### src/rtl/rvv_pkg.sv
// rvv_pkg: definitions shared by the vector ALU sequencer and its helpers.
//   - funct6 opcode encodings for the supported integer arith/logic ops
//   - op_type encodings (VV / VX / VI)
//   - sequencer FSM state encoding
//   - SEW decode helpers
package rvv_pkg;

    localparam logic [5:0] VADD  = 6'b000000;
    localparam logic [5:0] VSUB  = 6'b000010;
    localparam logic [5:0] VRSUB = 6'b000011;
    localparam logic [5:0] VAND  = 6'b001001;
    localparam logic [5:0] VOR   = 6'b001010;
    localparam logic [5:0] VXOR  = 6'b001011;

    localparam logic [2:0] OPT_VV = 3'b001;
    localparam logic [2:0] OPT_VX = 3'b010;
    localparam logic [2:0] OPT_VI = 3'b100;

    typedef enum logic [1:0] {
        ST_IDLE = 2'd0,
        ST_RUN  = 2'd1,
        ST_DONE = 2'd2
    } seq_state_e;

    // Element width in bits for a vsew code; 0 for reserved codes.
    function automatic logic [6:0] sew_bits(input logic [2:0] vsew);
        case (vsew)
            3'd0:    return 7'd8;
            3'd1:    return 7'd16;
            3'd2:    return 7'd32;
            3'd3:    return 7'd64;
            default: return 7'd0;
        endcase
    endfunction

    function automatic logic sew_legal(input logic [2:0] vsew);
        return (vsew <= 3'd3);
    endfunction

endpackage

### src/rtl/rvv_tail_mask.sv
// rvv_tail_mask: per-bit write enable for one lane-sized chunk of the
// destination image. Bit b is enabled when (idx + b) lies inside the active
// body (below total_bits); bits past the body keep their old value.
// Ports:
//   idx_i        chunk start bit index within the vector register
//   total_bits_i number of body bits (vl_eff * SEW)
//   mask_o       L-bit write mask, combinational
module rvv_tail_mask #(
    parameter int unsigned L = 8
) (
    input  logic [9:0]   idx_i,
    input  logic [16:0]  total_bits_i,
    output logic [L-1:0] mask_o
);

    always_comb begin
        mask_o = '0;
        for (int unsigned b = 0; b < L; b++) begin
            mask_o[b] = (({7'd0, idx_i} + 17'(b)) < total_bits_i);
        end
    end

endmodule

### src/rtl/rvv_alu_seq.sv
// rvv_alu_seq: sequencer for one rvv_alu instance. Accepts one vector
// arith/logic op, then steps the ALU one lane chunk per cycle over vl*SEW
// bits, merging each lane result into a VLEN-bit destination image with
// tail-undisturbed semantics.
// Handshake: an op is accepted on a clock edge where start=1 and ready=1;
// start while ready=0 is dropped, never queued. done pulses for one cycle
// when vd_out is final; err pulses together with done for a reserved vsew.
// Ports:
//   clk, reset             clock, synchronous active-high reset
//   start / ready          op request / idle indicator
//   opcode, op_type, vsew, vl, vd_old   op fields, latched on accept
//   alu_run, alu_opcode, alu_op_type, alu_vsew, alu_nb_lanes,
//   alu_index, alu_in_reg_off           ALU control
//   alu_vd                 ALU result, same cycle
//   vd_out, done, err      destination image and completion pulses
//   dbg_state              current FSM state
module rvv_alu_seq
    import rvv_pkg::*;
#(
    parameter int unsigned VLEN       = 128,
    parameter int unsigned LANE_WIDTH = 3
) (
    input  logic            clk,
    input  logic            reset,
    input  logic            start,
    output logic            ready,
    input  logic [5:0]      opcode,
    input  logic [2:0]      op_type,
    input  logic [2:0]      vsew,
    input  logic [9:0]      vl,
    input  logic [VLEN-1:0] vd_old,
    output logic            alu_run,
    output logic [5:0]      alu_opcode,
    output logic [2:0]      alu_op_type,
    output logic [2:0]      alu_vsew,
    output logic [1:0]      alu_nb_lanes,
    output logic [9:0]      alu_index,
    output logic [3:0]      alu_in_reg_off,
    input  logic [63:0]     alu_vd,
    output logic [VLEN-1:0] vd_out,
    output logic            done,
    output logic            err,
    output seq_state_e      dbg_state
);

    localparam int unsigned L  = 1 << LANE_WIDTH;
    localparam int unsigned IW = $clog2(VLEN);

    seq_state_e      state_q, state_d;
    logic [5:0]      opcode_q, opcode_d;
    logic [2:0]      op_type_q, op_type_d;
    logic [2:0]      vsew_q, vsew_d;
    logic [16:0]     total_q, total_d;
    logic [3:0]      cpe_m1_q, cpe_m1_d;
    logic [9:0]      idx_q, idx_d;
    logic [3:0]      off_q, off_d;
    logic [VLEN-1:0] vd_q, vd_d;
    logic            err_q, err_d;

    // Decode of the incoming request, used only on accept.
    logic [6:0]  sew_in;
    logic [16:0] prod_in;
    logic [16:0] total_in;
    logic [6:0]  cpe_in;
    logic [3:0]  cpe_m1_in;

    logic [L-1:0]  mask;
    logic [L-1:0]  lane_old;
    logic [L-1:0]  lane_new;
    logic [IW-1:0] idx_bit;
    logic          last_chunk;
    logic          unused_alu_vd;

    assign sew_in  = sew_bits(vsew);
    // vl*SEW is formed at full width first; clamping the product to VLEN is
    // the same as clamping vl to VLMAX because VLEN is a multiple of SEW.
    assign prod_in   = 17'(vl) * 17'(sew_in);
    assign total_in  = (prod_in > 17'(VLEN)) ? 17'(VLEN) : prod_in;
    assign cpe_in    = sew_in >> LANE_WIDTH;
    assign cpe_m1_in = (cpe_in == 7'd0) ? 4'd0 : 4'(cpe_in - 7'd1);

    assign idx_bit    = idx_q[IW-1:0];
    assign lane_old   = vd_q[idx_bit +: L];
    assign lane_new   = alu_vd[L-1:0];
    assign last_chunk = (({7'd0, idx_q} + 17'(L)) >= total_q);
    assign unused_alu_vd = ^alu_vd;

    rvv_tail_mask #(.L(L)) u_tail_mask (
        .idx_i        (idx_q),
        .total_bits_i (total_q),
        .mask_o       (mask)
    );

    always_comb begin
        state_d   = state_q;
        opcode_d  = opcode_q;
        op_type_d = op_type_q;
        vsew_d    = vsew_q;
        total_d   = total_q;
        cpe_m1_d  = cpe_m1_q;
        idx_d     = idx_q;
        off_d     = off_q;
        vd_d      = vd_q;
        err_d     = err_q;

        case (state_q)
            ST_IDLE: begin
                if (start) begin
                    opcode_d  = opcode;
                    op_type_d = op_type;
                    vsew_d    = vsew;
                    total_d   = total_in;
                    cpe_m1_d  = cpe_m1_in;
                    idx_d     = 10'd0;
                    off_d     = 4'd0;
                    vd_d      = vd_old;
                    err_d     = !sew_legal(vsew);
                    // Nothing to compute: finish without touching the ALU.
                    if (!sew_legal(vsew) || (total_in == 17'd0)) begin
                        state_d = ST_DONE;
                    end else begin
                        state_d = ST_RUN;
                    end
                end
            end
            ST_RUN: begin
                vd_d[idx_bit +: L] = (lane_new & mask) | (lane_old & ~mask);
                idx_d = idx_q + 10'(L);
                // off wraps at each element boundary so the ALU drops its carry.
                off_d = (off_q == cpe_m1_q) ? 4'd0 : off_q + 4'd1;
                if (last_chunk) begin
                    state_d = ST_DONE;
                end
            end
            ST_DONE: begin
                state_d = ST_IDLE;
            end
            default: begin
                state_d = ST_IDLE;
            end
        endcase
    end

    always_ff @(posedge clk) begin
        if (reset) begin
            state_q   <= ST_IDLE;
            opcode_q  <= '0;
            op_type_q <= '0;
            vsew_q    <= '0;
            total_q   <= '0;
            cpe_m1_q  <= '0;
            idx_q     <= '0;
            off_q     <= '0;
            vd_q      <= '0;
            err_q     <= 1'b0;
        end else begin
            state_q   <= state_d;
            opcode_q  <= opcode_d;
            op_type_q <= op_type_d;
            vsew_q    <= vsew_d;
            total_q   <= total_d;
            cpe_m1_q  <= cpe_m1_d;
            idx_q     <= idx_d;
            off_q     <= off_d;
            vd_q      <= vd_d;
            err_q     <= err_d;
        end
    end

    assign ready          = (state_q == ST_IDLE);
    assign alu_run        = (state_q == ST_RUN);
    assign done           = (state_q == ST_DONE);
    assign err            = (state_q == ST_DONE) && err_q;
    assign alu_opcode     = opcode_q;
    assign alu_op_type    = op_type_q;
    assign alu_vsew       = vsew_q;
    assign alu_nb_lanes   = 2'd0;
    assign alu_index      = alu_run ? idx_q : 10'd0;
    assign alu_in_reg_off = alu_run ? off_q : 4'd0;
    assign vd_out         = vd_q;
    assign dbg_state      = state_q;

endmodule

### config.mk
export PLATFORM = sky130hd
export DESIGN_NAME = rvv_alu_seq
export DESIGN_NICKNAME = d
export VERILOG_FILES = /design/src/rtl/rvv_pkg.sv /design/src/rtl/rvv_tail_mask.sv /design/src/rtl/rvv_alu_seq.sv
export SDC_FILE = /design/constraint.sdc
export NUM_CORES = 1
export LEC_CHECK = 0
export CAP_MARGIN = 25
export CORE_MARGIN = 3
export CORE_UTILIZATION = 42
export CTS_CLUSTER_DIAMETER = 50
export DETAILED_ROUTE_END_ITERATION = 7
export PLACE_DENSITY = 0.81
export SYNTH_ARGS = -nofsm -noshare
export SYNTH_HDL_FRONTEND = slang
export SYNTH_SLANG_ARGS = --single-unit
### constraint.sdc
create_clock -name clk -period 7.08 [get_ports clk]
set_clock_uncertainty 0.2 [all_clocks]
set_input_delay 2.124 -clock clk [delete_from_list [all_inputs] [get_ports clk]]
set_output_delay 2.124 -clock clk [all_outputs]
set_load 0.02 [all_outputs]
Word-level counts from Yosys, hierarchy flattened
Cells that the tools add are included.
Widths: inputs -> output; s select.
{"block": "totals", "input_bits": 217, "reg_bits": 178, "elab_cells": 77}
{"block": "op_classes", "addsub": 12, "shift": 3, "n_reduce_logical": 11, "eq_ne": 8, "n_lt_le_gt_ge": 11, "n_mux": 17, "bitwise_logic": 4, "mul": 1}
{"op": "$pmux 128 s2", "n": 1}
{"op": "$bwmux 128", "n": 1}
{"op": "$mux 128", "n": 1}
{"op": "$shift 8x9->128 const A", "n": 1}
{"op": "$shiftx 128x8->8", "n": 1}
{"op": "$shiftx 8x9->128", "n": 1}
{"op": "$lt 17x17->1", "n": 7}
{"op": "$add 10x3->11 const B", "n": 4}
{"op": "$pmux 7 s4", "n": 1}
{"op": "$add 10x2->11 const B", "n": 2}
{"op": "$mux 10", "n": 2}
{"op": "$pmux 10 s2", "n": 1}
{"op": "$ge 11x17->1", "n": 1}
{"op": "$gt 17x8->1 const B", "n": 1}
{"op": "$logic_not 17->1", "n": 1}
{"op": "$lt 10x17->1", "n": 1}
{"op": "$mul 10x7->17", "n": 1}
{"op": "$mux 17", "n": 1}
{"op": "$and 8x8->8", "n": 2}
{"op": "$mux 4", "n": 4}
{"op": "$add 10x1->11 const B", "n": 1}
{"op": "$add 10x4->11 const B", "n": 1}
{"op": "$add 10x4->10 const B", "n": 1}
{"op": "$neg 7->9", "n": 1}
{"op": "other kinds (23)", "n": 28}

Logic depth before layout (Yosys ltp)
Gate-level depths: netlist of the first run.
{"block": "logic_depth", "word_depth": 10, "depth_mapped": 18, "mapped_depth_nobuf": 16}

Hierarchy
From an unflattened synthesis of the first run, not the netlist that was laid out.
{"block": "unflattened", "cells_unflattened": 1502, "area_unflattened_um2": 13158.9}
{"mod": "rvv_alu_seq", "n_inst": 1, "area_each_um2": 10571.4, "seq_area_each_um2": 3443.3, "cells_per_inst": 1160}
{"mod": "rvv_tail_mask", "n_inst": 1, "area_each_um2": 2587.5, "seq_area_each_um2": 0.0, "cells_per_inst": 342}

Worst setup path before layout of the first run
OpenSTA, ideal clock, no wires.
{"block": "synth_timing", "path_kind": "input to register", "start": "input vsew[2]", "end": "register total_q[7]", "slack_ps": 246, "cell_stages": 18, "arrival_ps": 6519, "n_path_buf": 2, "path_cell_list": "clkbuf_1 -> and3b_1 -> clkbuf_1 -> and2_1 -> fa_1 -> inv_1 -> fa_1 -> inv_1 -> ha_1 -> ha_1 -> ha_1 -> fa_1 -> xor2_1 -> a2111oi_0 -> nand4b_1 -> nor4_1 -> nand3_1 -> o21a_1"}
{"block": "synth_via", "elab_chain_cells": 5}
{"item": "start, declared", "line": "rvv_alu_seq.sv:29", "rtl": "input logic [2:0] vsew,"}
{"item": "$eq 3x2->1, or another cell as far along", "line": "rvv_pkg.sv:27", "rtl": "case (vsew)"}
{"item": "$pmux 7 s4 (*)", "line": "rvv_pkg.sv:27"}
{"item": "$mul 10x7->17 (*)", "line": "rvv_alu_seq.sv:77", "rtl": "assign prod_in = 17'(vl) * 17'(sew_in);"}
{"item": "$gt 17x8->1", "line": "rvv_alu_seq.sv:78", "rtl": "assign total_in = (prod_in > 17'(VLEN)) ? 17'(VLEN) : prod_in;"}
{"item": "$mux 17 (*)", "line": "rvv_alu_seq.sv:78"}
{"item": "end signal, assigned", "line": "rvv_alu_seq.sv:161", "rtl": "total_q <= total_d;"}
{"item": "end, declared", "line": "rvv_alu_seq.sv:53", "rtl": "logic [16:0] total_q, total_d;"}
Mark *: on every way between the ends. The rest lies on a longest branch, timed or not.
A chain may end at the register's enable or synchronous reset.

Worst setup path in the final report of the first run
{"block": "layout_timing", "start": "input vsew[2]", "end": "register state_q[1], in the netlist dbg_state[1]"}
{"block": "layout_via", "elab_chain_cells": 10}
{"item": "$eq 3x2->1, or another cell as far along", "line": "rvv_pkg.sv:27"}
{"item": "$pmux 7 s4", "line": "rvv_pkg.sv:27"}
{"item": "$mul 10x7->17", "line": "rvv_alu_seq.sv:77"}
{"item": "$gt 17x8->1", "line": "rvv_alu_seq.sv:78"}
{"item": "$mux 17", "line": "rvv_alu_seq.sv:78"}
{"item": "$logic_not 17->1", "line": "rvv_alu_seq.sv:119", "rtl": "if (!sew_legal(vsew) || (total_in == 17'd0)) begin"}
{"item": "$logic_or 1x1->1 (*)", "line": "rvv_alu_seq.sv:119"}
{"item": "$mux 2 (*)", "line": "rvv_alu_seq.sv:119"}
{"item": "$mux 2 (*)", "line": "rvv_alu_seq.sv:108", "rtl": "if (start) begin"}
{"item": "$pmux 2 s2 (*)", "line": "rvv_alu_seq.sv:106", "rtl": "case (state_q)"}
{"item": "end signal, assigned", "line": "rvv_alu_seq.sv:157", "rtl": "state_q <= state_d;"}
{"item": "end, declared", "line": "rvv_alu_seq.sv:49", "rtl": "seq_state_e state_q, state_d;"}
Mark *: on every way between the ends. The rest lies on a longest branch, timed or not. The select of a mux whose other input is x is not followed.

==> metrics.txt, run 1 <==
Final HPWL DP=30870 um; die footprint=28220 um^2; Post-synth EDFFs=0; core area=25470 um^2; reg2reg start=idx_q[3]; Total Power=0.003043 W; CTS H-tree lvls=4; critical path required time=7.23 ns; minimum clock period after layout=6.806 ns; clock tree buffer depth=2; Routed Antenna Nets=0; final non-filler cell total=1880; Syn-to-layout area delta=37.66%; cells on worst reg2reg path=9; final wirelength=42550 um; post-synthesis sequential area ratio=0.3125; initial antenna violation count=1; Syn Area/Cell=8.766 um^2; Global Route Usage Sum=0.2905; Starting Density=0.4326; Hold Fails Final Rpt=0; Hold Path End=err_q; # nets final=1841; DR vias/cell=6.107; Synth cell types=67; final setup fails=0; CTS tree=done; max-cap violation count=0; Worst Hold Class=flip-flop to flip-flop; status=finished, final reports clean; top_reg_cell synth=dfxtp_1; CP Capture Type=flip-flop; highest net fanout along the worst path=5; IO buf count=317; largest net degree at the start of global routing=84; Synth Instances=1257; layout cells sized above 1=0.09684; YS warnings=0; measured slew at the worst slew-check pin=1.114 ns; critical setup path kind=primary input to flip-flop; Reg clk slew, reported paths=0.07 ns; min-delay src=err_q; Clock Power Share=0.315; Fmax=146.9 MHz; Cell Area, Synth=11020 um^2; most frequent cells in the layout=clkdlybuf4s50_1, dfxtp_1, a21oi_1; final worst path period share=0.9613; I/O pin total=379; RSZ-0062 raised after global routing=false; Startpoint Class=primary input; Synth Register Bits=172; sw power=0.001077 W; post-CTS setup buffers=0; Reg2Reg Capture Point=vd_out[83]; placed cell count=1844; Lkg Pwr=5.974 nW; Pwr Density=200.6 nW/um^2; Root Buffer=clkbuf_16; CTS buffer count=17; part of the power in registers=0.374; Routed WL per cell=22.63 um; most common cell after layout, fill and taps aside=clkdlybuf4s50_1; number of global-route vias before repair=11204; Rows=58; internal power=0.001966 W; 1st-pass router iterations=6; number of max-slew violations in the final report=0; R2R Setup Slk=2.77 ns; switch share=0.3539; clock sinks=172; DRC Markers=0; 1st-iter DRT viols=881; Die X=168.0 um; Min-Delay Path Depth=2; first-pass GRT wire length=64330 um; Worst Path Arrival=6.96 ns; Max VDD drop=0.0001132 V; Die Height=168.0 um; Remaining Overflow, GRT=0; Skew-Pair Late Insertion Delay=0.44 ns; global placer's final weighted congestion=0.8984; combinational power share=0.311; Slew HR=0.2548; fraction of registers with async set/reset=0; via count=11482
[critical path, stage by stage]
cell and delay [ns]:
clkdlybuf4s50_1 0.53, and3b_1 0.25, and2_1 0.19, fa_1 0.53, inv_1 0.06, fa_1 0.53, inv_1 0.04, ha_1 0.28
ha_1 0.29, ha_1 0.23, fa_1 0.42, xor2_1 0.17, a2111oi_2 0.31, nand4b_1 0.19, nor4_2 0.37, nand4_1 0.21
a211oi_1 0.22
[cell usage after synthesis (13+ instances only)]
master	count	area [um^2]
inv_1	50	187.7
and2_1	48	300.3
ha_1	71	888.4
a211oi_1	75	563.0
mux4_2	38	855.8
dfxtp_1	172	3443
nand2_1	79	296.5
o21bai_1	30	225.2
nor3_1	45	225.2
nand3_1	15	75.07
buf_2	20	100.1
a2111oi_1	13	130.1
a21oi_1	159	795.8
nor2_1	58	217.7
a31oi_1	19	118.9
fa_1	17	340.3
clkbuf_1	84	315.3
o21ai_0	46	230.2
a2111oi_0	34	297.8
and3_1	28	175.2
[flip-flops by register name (all words and copies together) (netlist names)]
| signal | cells |
|---|---|
| alu_op_type | 3 |
| alu_opcode | 6 |
| alu_vsew | 3 |
| cpe_m1_q | 4 |
| dbg_state | 2 |
| err_q | 1 |
| idx_q | 7 |
| off_q | 4 |
| total_q | 14 |
| vd_out | 128 |
[kinds of logic after synthesis]
family                     synth area share
adders and majority gates            0.1115
buffers and inverters               0.06154
xor gates and xnor gates           0.009538
AOI/OAI and AO/OA                    0.2655
other                             0.0003403
muxes                               0.08902
DFF                                  0.3125
and+or+nand+nor                      0.1501
[cell type report]
type	instances	area [um^2]
diodes	1	2.502
well taps	330	412.9
flip-flops and latches	172	3446
repair buffers	369	3566
inverters	50	187.7
clock inverters	14	162.7
clock buffers	18	429.2
multi-input cells	926	6963
fillers	2180	10300
[power groups by stage]
stage / clock network (W) / registers, W / logic [W]
6_report: 0.000957 / 0.00114 / 0.000946
4_1_cts: 0.000964 / 0.00114 / 0.000936
3_5_place_dp: 0 / 0.00116 / 0.000932
3_3_place_gp: 0 / 0.00116 / 0.000920
2_1_floorplan: 0 / 0.00124 / 0.000414
5_1_grt: 0.00101 / 0.00115 / 0.00101
[per-stage QoR]
stage,setup TNS (ns),setup WS (ns),hold WS (ns),util,cell area [um^2]
floorplan,0,0.2462,0.2205,-,11050
global placement,-0.9512,-0.2062,0.2352,0.5701,14520
detailed placement,-1.997,-0.3394,0.2425,0.5706,14530
CTS,0,0.07564,0.2539,0.5938,15130
global route,0,0.007684,0.2677,0.5955,15170
finish,0,0.2742,0.2526,0.5955,15170
[per-layer routing]
metal  share of wire  routed length [um]  global-route usage
met5               0                   0                   0
met4           0.067                2837              0.1782
met3           0.097                4124             0.07537
met2            0.47               20090              0.4838
met1            0.36               15490              0.3343
[worst max-delay path by stage]
| stage | startpoint | endpoint | slack [ns] | depth (start not counted) |
|---|---|---|---|---|
| after global routing | vsew[2] | dbg_state[1] | 0.008 | 17 |
| after floorplan | vsew[2] | total_q[7] | 0.25 | 18 |
| after global placement | vsew[2] | total_q[7] | -0.21 | 17 |
| final | vsew[2] | dbg_state[1] | 0.27 | 17 |
| after CTS | vsew[2] | total_q[7] | 0.08 | 17 |
| after detailed placement | vsew[2] | total_q[7] | -0.34 | 17 |
[timing repair]
item,in CTS,in global routing
resized for setup,0,4
hold buffers,0,0
setup endpoints to repair,0,7
Note: power is estimated with default switching activity, not from simulation.
==> inputs of run 2 (changes only) <==
ABC_AREA = 1   (was not set)
CORE_UTILIZATION = 43   (was 42)
PLACE_DENSITY = 0.82   (was 0.81)
SLEW_MARGIN = 20   (was not set)
==> run 2 against run 1 <==
Design area grew 1.2%. Sequential power is essentially flat. Non-clock buffer count shrank 35. Total power grew 7.3%. Maximum frequency grew 4.0%. Die area grew 1.6%. Hold slack lost 0.0064 ns. Largest power group unchanged. Highest routed layer unchanged. Area after synthesis grew 4.0%. Synthesized cell count grew 35%. Global-route usage grew 2.0 points. Register-to-register slack gained 0.23 ns.
==> metrics.txt, run 2 <==
clock sinks=172 (unchanged); 1st-iter DRT viols=2135 (was 881); synth top area cells=dfxtp_1, a21oi_1, nand2_1 (was dfxtp_1, ha_1, mux4_2); number of global-route vias before repair=12595 (was 11204); RSZ-0062 raised after global routing=false (unchanged); DRC Markers=0 (unchanged); Routed Antenna Nets=0 (unchanged); post-CTS setup buffers=0 (unchanged); area of placed instances=14770 um^2 (was 14530 um^2); CP Capture Type=flip-flop (unchanged); Syn-to-layout area delta=33.94% (was 37.66%); Reg2Reg Capture Point=vd_out[103] (was vd_out[83]); DR vias/cell=5.850 (was 6.107); slowest stage delay, CP=0.54 ns (was 0.53 ns); # nets final=2264 (was 1841); Routed WL per cell=20.01 um (was 22.63 um); cells on worst reg2reg path=12 (was 9); first-pass GRT wire length=70100 um (was 64330 um); Fin Setup TNS=0 ns (unchanged); Global Route Usage Sum=0.3100 (was 0.2905); largest net degree at the start of global routing=93 (was 84); Slew HR=0.2468 (was 0.2548); most frequent cells in the layout=clkdlybuf4s50_1, nand2_1, a21oi_1 (was clkdlybuf4s50_1, dfxtp_1, a21oi_1); YS warnings=0 (unchanged); Hold Path End=total_q[14] (was err_q); Skew-Pair Late Insertion Delay=0.45 ns (was 0.44 ns); Post-synth EDFFs=0 (unchanged); Post-CTS Hold Fix Bufs=0 (unchanged); R2R Setup Slk=3.00 ns (was 2.77 ns); Pwr Density=212.7 nW/um^2 (was 200.6 nW/um^2); leading area contributor after synthesis=dfxtp_1 (unchanged); most frequent cell after synthesis=nand2_1 (was dfxtp_1); die footprint=28650 um^2 (was 28220 um^2); Max VDD drop=0.0001349 V (was 0.0001132 V); via count=13497 (was 11482); Startpoint Class=primary input (unchanged); max-cap violation count=0 (unchanged); Min-Delay Path Depth=2 (unchanged); number of max-slew violations in the final report=0 (unchanged); core area=26130 um^2 (was 25470 um^2); Resized cells post-CTS=0 (unchanged); critical setup path kind=primary input to flip-flop (unchanged); CP max stage cell=clkdlybuf4s50_1 (unchanged); Lkg Pwr=6.328 nW (was 5.974 nW); min-delay src=total_q[14] (was err_q); layout cells sized above 1=0.06592 (was 0.09684); Synth Instances=1691 (was 1257); Yosys top cell area share=0.3004 (was 0.3125); Hold Fails Final Rpt=0 (unchanged); Post-synth top cells=nand2_1, a21oi_1, nor2_1 (was dfxtp_1, a21oi_1, clkbuf_1); Reg clk slew, reported paths=0.07 ns (about the same); initial antenna violation count=0 (was 1); status=finished, final reports clean (unchanged); Syn Area/Cell=6.779 um^2 (was 8.766 um^2); minimum clock period after layout=6.543 ns (was 6.806 ns); critical path required time=7.17 ns (was 7.23 ns); Final HPWL DP=33790 um (was 30870 um); Worst Hold Class=flip-flop to flip-flop (unchanged); post-synthesis sequential area ratio=0.3004 (was 0.3125); CTS H-tree lvls=4 (unchanged); Synth Register Bits=172 (unchanged); Starting Density=0.4387 (was 0.4326); most common cell after layout, fill and taps aside=clkdlybuf4s50_1 (unchanged); Cell Area, Synth=11460 um^2 (was 11020 um^2); final setup fails=0 (unchanged); final worst path period share=0.9241 (was 0.9613); filler cell count=2415 (was 2180); CTS tree=done (unchanged); reg2reg start=idx_q[3] (unchanged); Remaining Overflow, GRT=0 (unchanged); Fmax=152.8 MHz (was 146.9 MHz); Inserted Diodes=0 (was 1); measured slew at the worst slew-check pin=1.130 ns (was 1.114 ns); CTS buffer count=17 (unchanged); 1st-pass router iterations=8 (was 6); IO buf count=317 (unchanged); Rows=59 (was 58); Die Height=169.3 um (was 168.0 um); design area=15350 um^2 (was 15170 um^2); top_reg_cell synth=dfxtp_1 (unchanged); I/O pin total=379 (unchanged); fraction of registers with async set/reset=0 (unchanged); highest net fanout along the worst path=7 (was 5); Root Buffer=clkbuf_16 (unchanged); Die X=169.3 um (was 168.0 um); global placer's final weighted congestion=0.9677 (was 0.8984); Worst Path Arrival=6.64 ns (was 6.96 ns); clock tree buffer depth=2 (unchanged); max reg flops=128 (unchanged); Synth cell types=48 (was 67); final wirelength=46160 um (was 42550 um)
==> run 2: cell count changes in the layout (fill, tap and decap cells not counted), sizes merged, moves of 30 or more <==
cell / change
o21bai: -30
inv: +101
nand3: +114
buf: -35
and2: -48
a21oi: +75
mux4: -38
nand2: +208
a2111oi: -48
o21ai: +134
a211oi: -74
nor2: +149
==> run 2: cell families after synthesis <==
family | share of synthesized area
AOI/OAI and AO/OA | 0.2248
buffers and inverters | 0.09332
DFF | 0.3004
xor gates and xnor gates | 0.009278
other | 0.0003271
adders and majority gates | 0.1072
and+or+nand+nor | 0.2647
==> run 2: worst max path at each step <==
stage / cells after the start / end / slack (ns) / startpoint
finish: 25 / dbg_state[0] / 0.54 / vsew[1]
global route: 26 / dbg_state[0] / 0.12 / vsew[1]
CTS: 25 / dbg_state[0] / 0.52 / vsew[1]
detailed placement: 25 / dbg_state[0] / 0.08 / vsew[1]
global placement: 25 / dbg_state[0] / 0.16 / vsew[1]
floorplan: 25 / dbg_state[0] / 0.80 / vsew[2]
==> run 2: critical path, delay by kind of cell <==
family | cells | cell delay [ns]
AO/OA/AOI/OAI | 1 | 0.06
buffers and inverters | 6 | 1.13
AND/OR/NAND/NOR | 13 | 1.48
adder cells (fa/ha/maj) | 5 | 1.85
==> run 2: power by group <==
group / internal (W) / switching (W) / total, W
Clock: 0.000481 / 0.000467 / 0.000948
Combinational: 0.000430 / 0.000717 / 0.00115
Sequential: 0.00107 / 0.0000998 / 0.00117
==> run 2: cell type report <==
type                       instances  area, um^2  share of cell area
clock buffer                      18       439.2             0.02860
clock inverter                    14       150.1            0.009778
inverter                         163       629.4             0.04099
multi-input combinational       1271        6977              0.4544
sequential                       172        3445              0.2243
tap                              335       419.2             0.02730
timing repair buffer             334        3296              0.2146
==> run 2: layer usage <==
metal  up-vias  wire [um]  GRT usage
met5         -          0          0
met4         0       2554     0.1494
met3       183       5766    0.09481
met2       915      20200     0.4793
met1      6153      17640     0.3955
li1       6246          -          -
==> run 2: metrics by stage <==
stage	power, W	worst slack [ns]	instances	hold slack (ns)	util
2_1_floorplan	0.001789	0.8037	1698	0.2235	-
3_3_place_gp	0.002288	0.1553	2275	0.2317	0.5650
3_5_place_dp	0.002304	0.07896	2275	0.2369	0.5650
4_1_cts	0.003240	0.5230	2307	0.2472	0.5876
5_1_grt	0.003395	0.1168	2307	0.2691	0.5876
6_report	0.003265	0.5374	2307	0.2462	0.5876
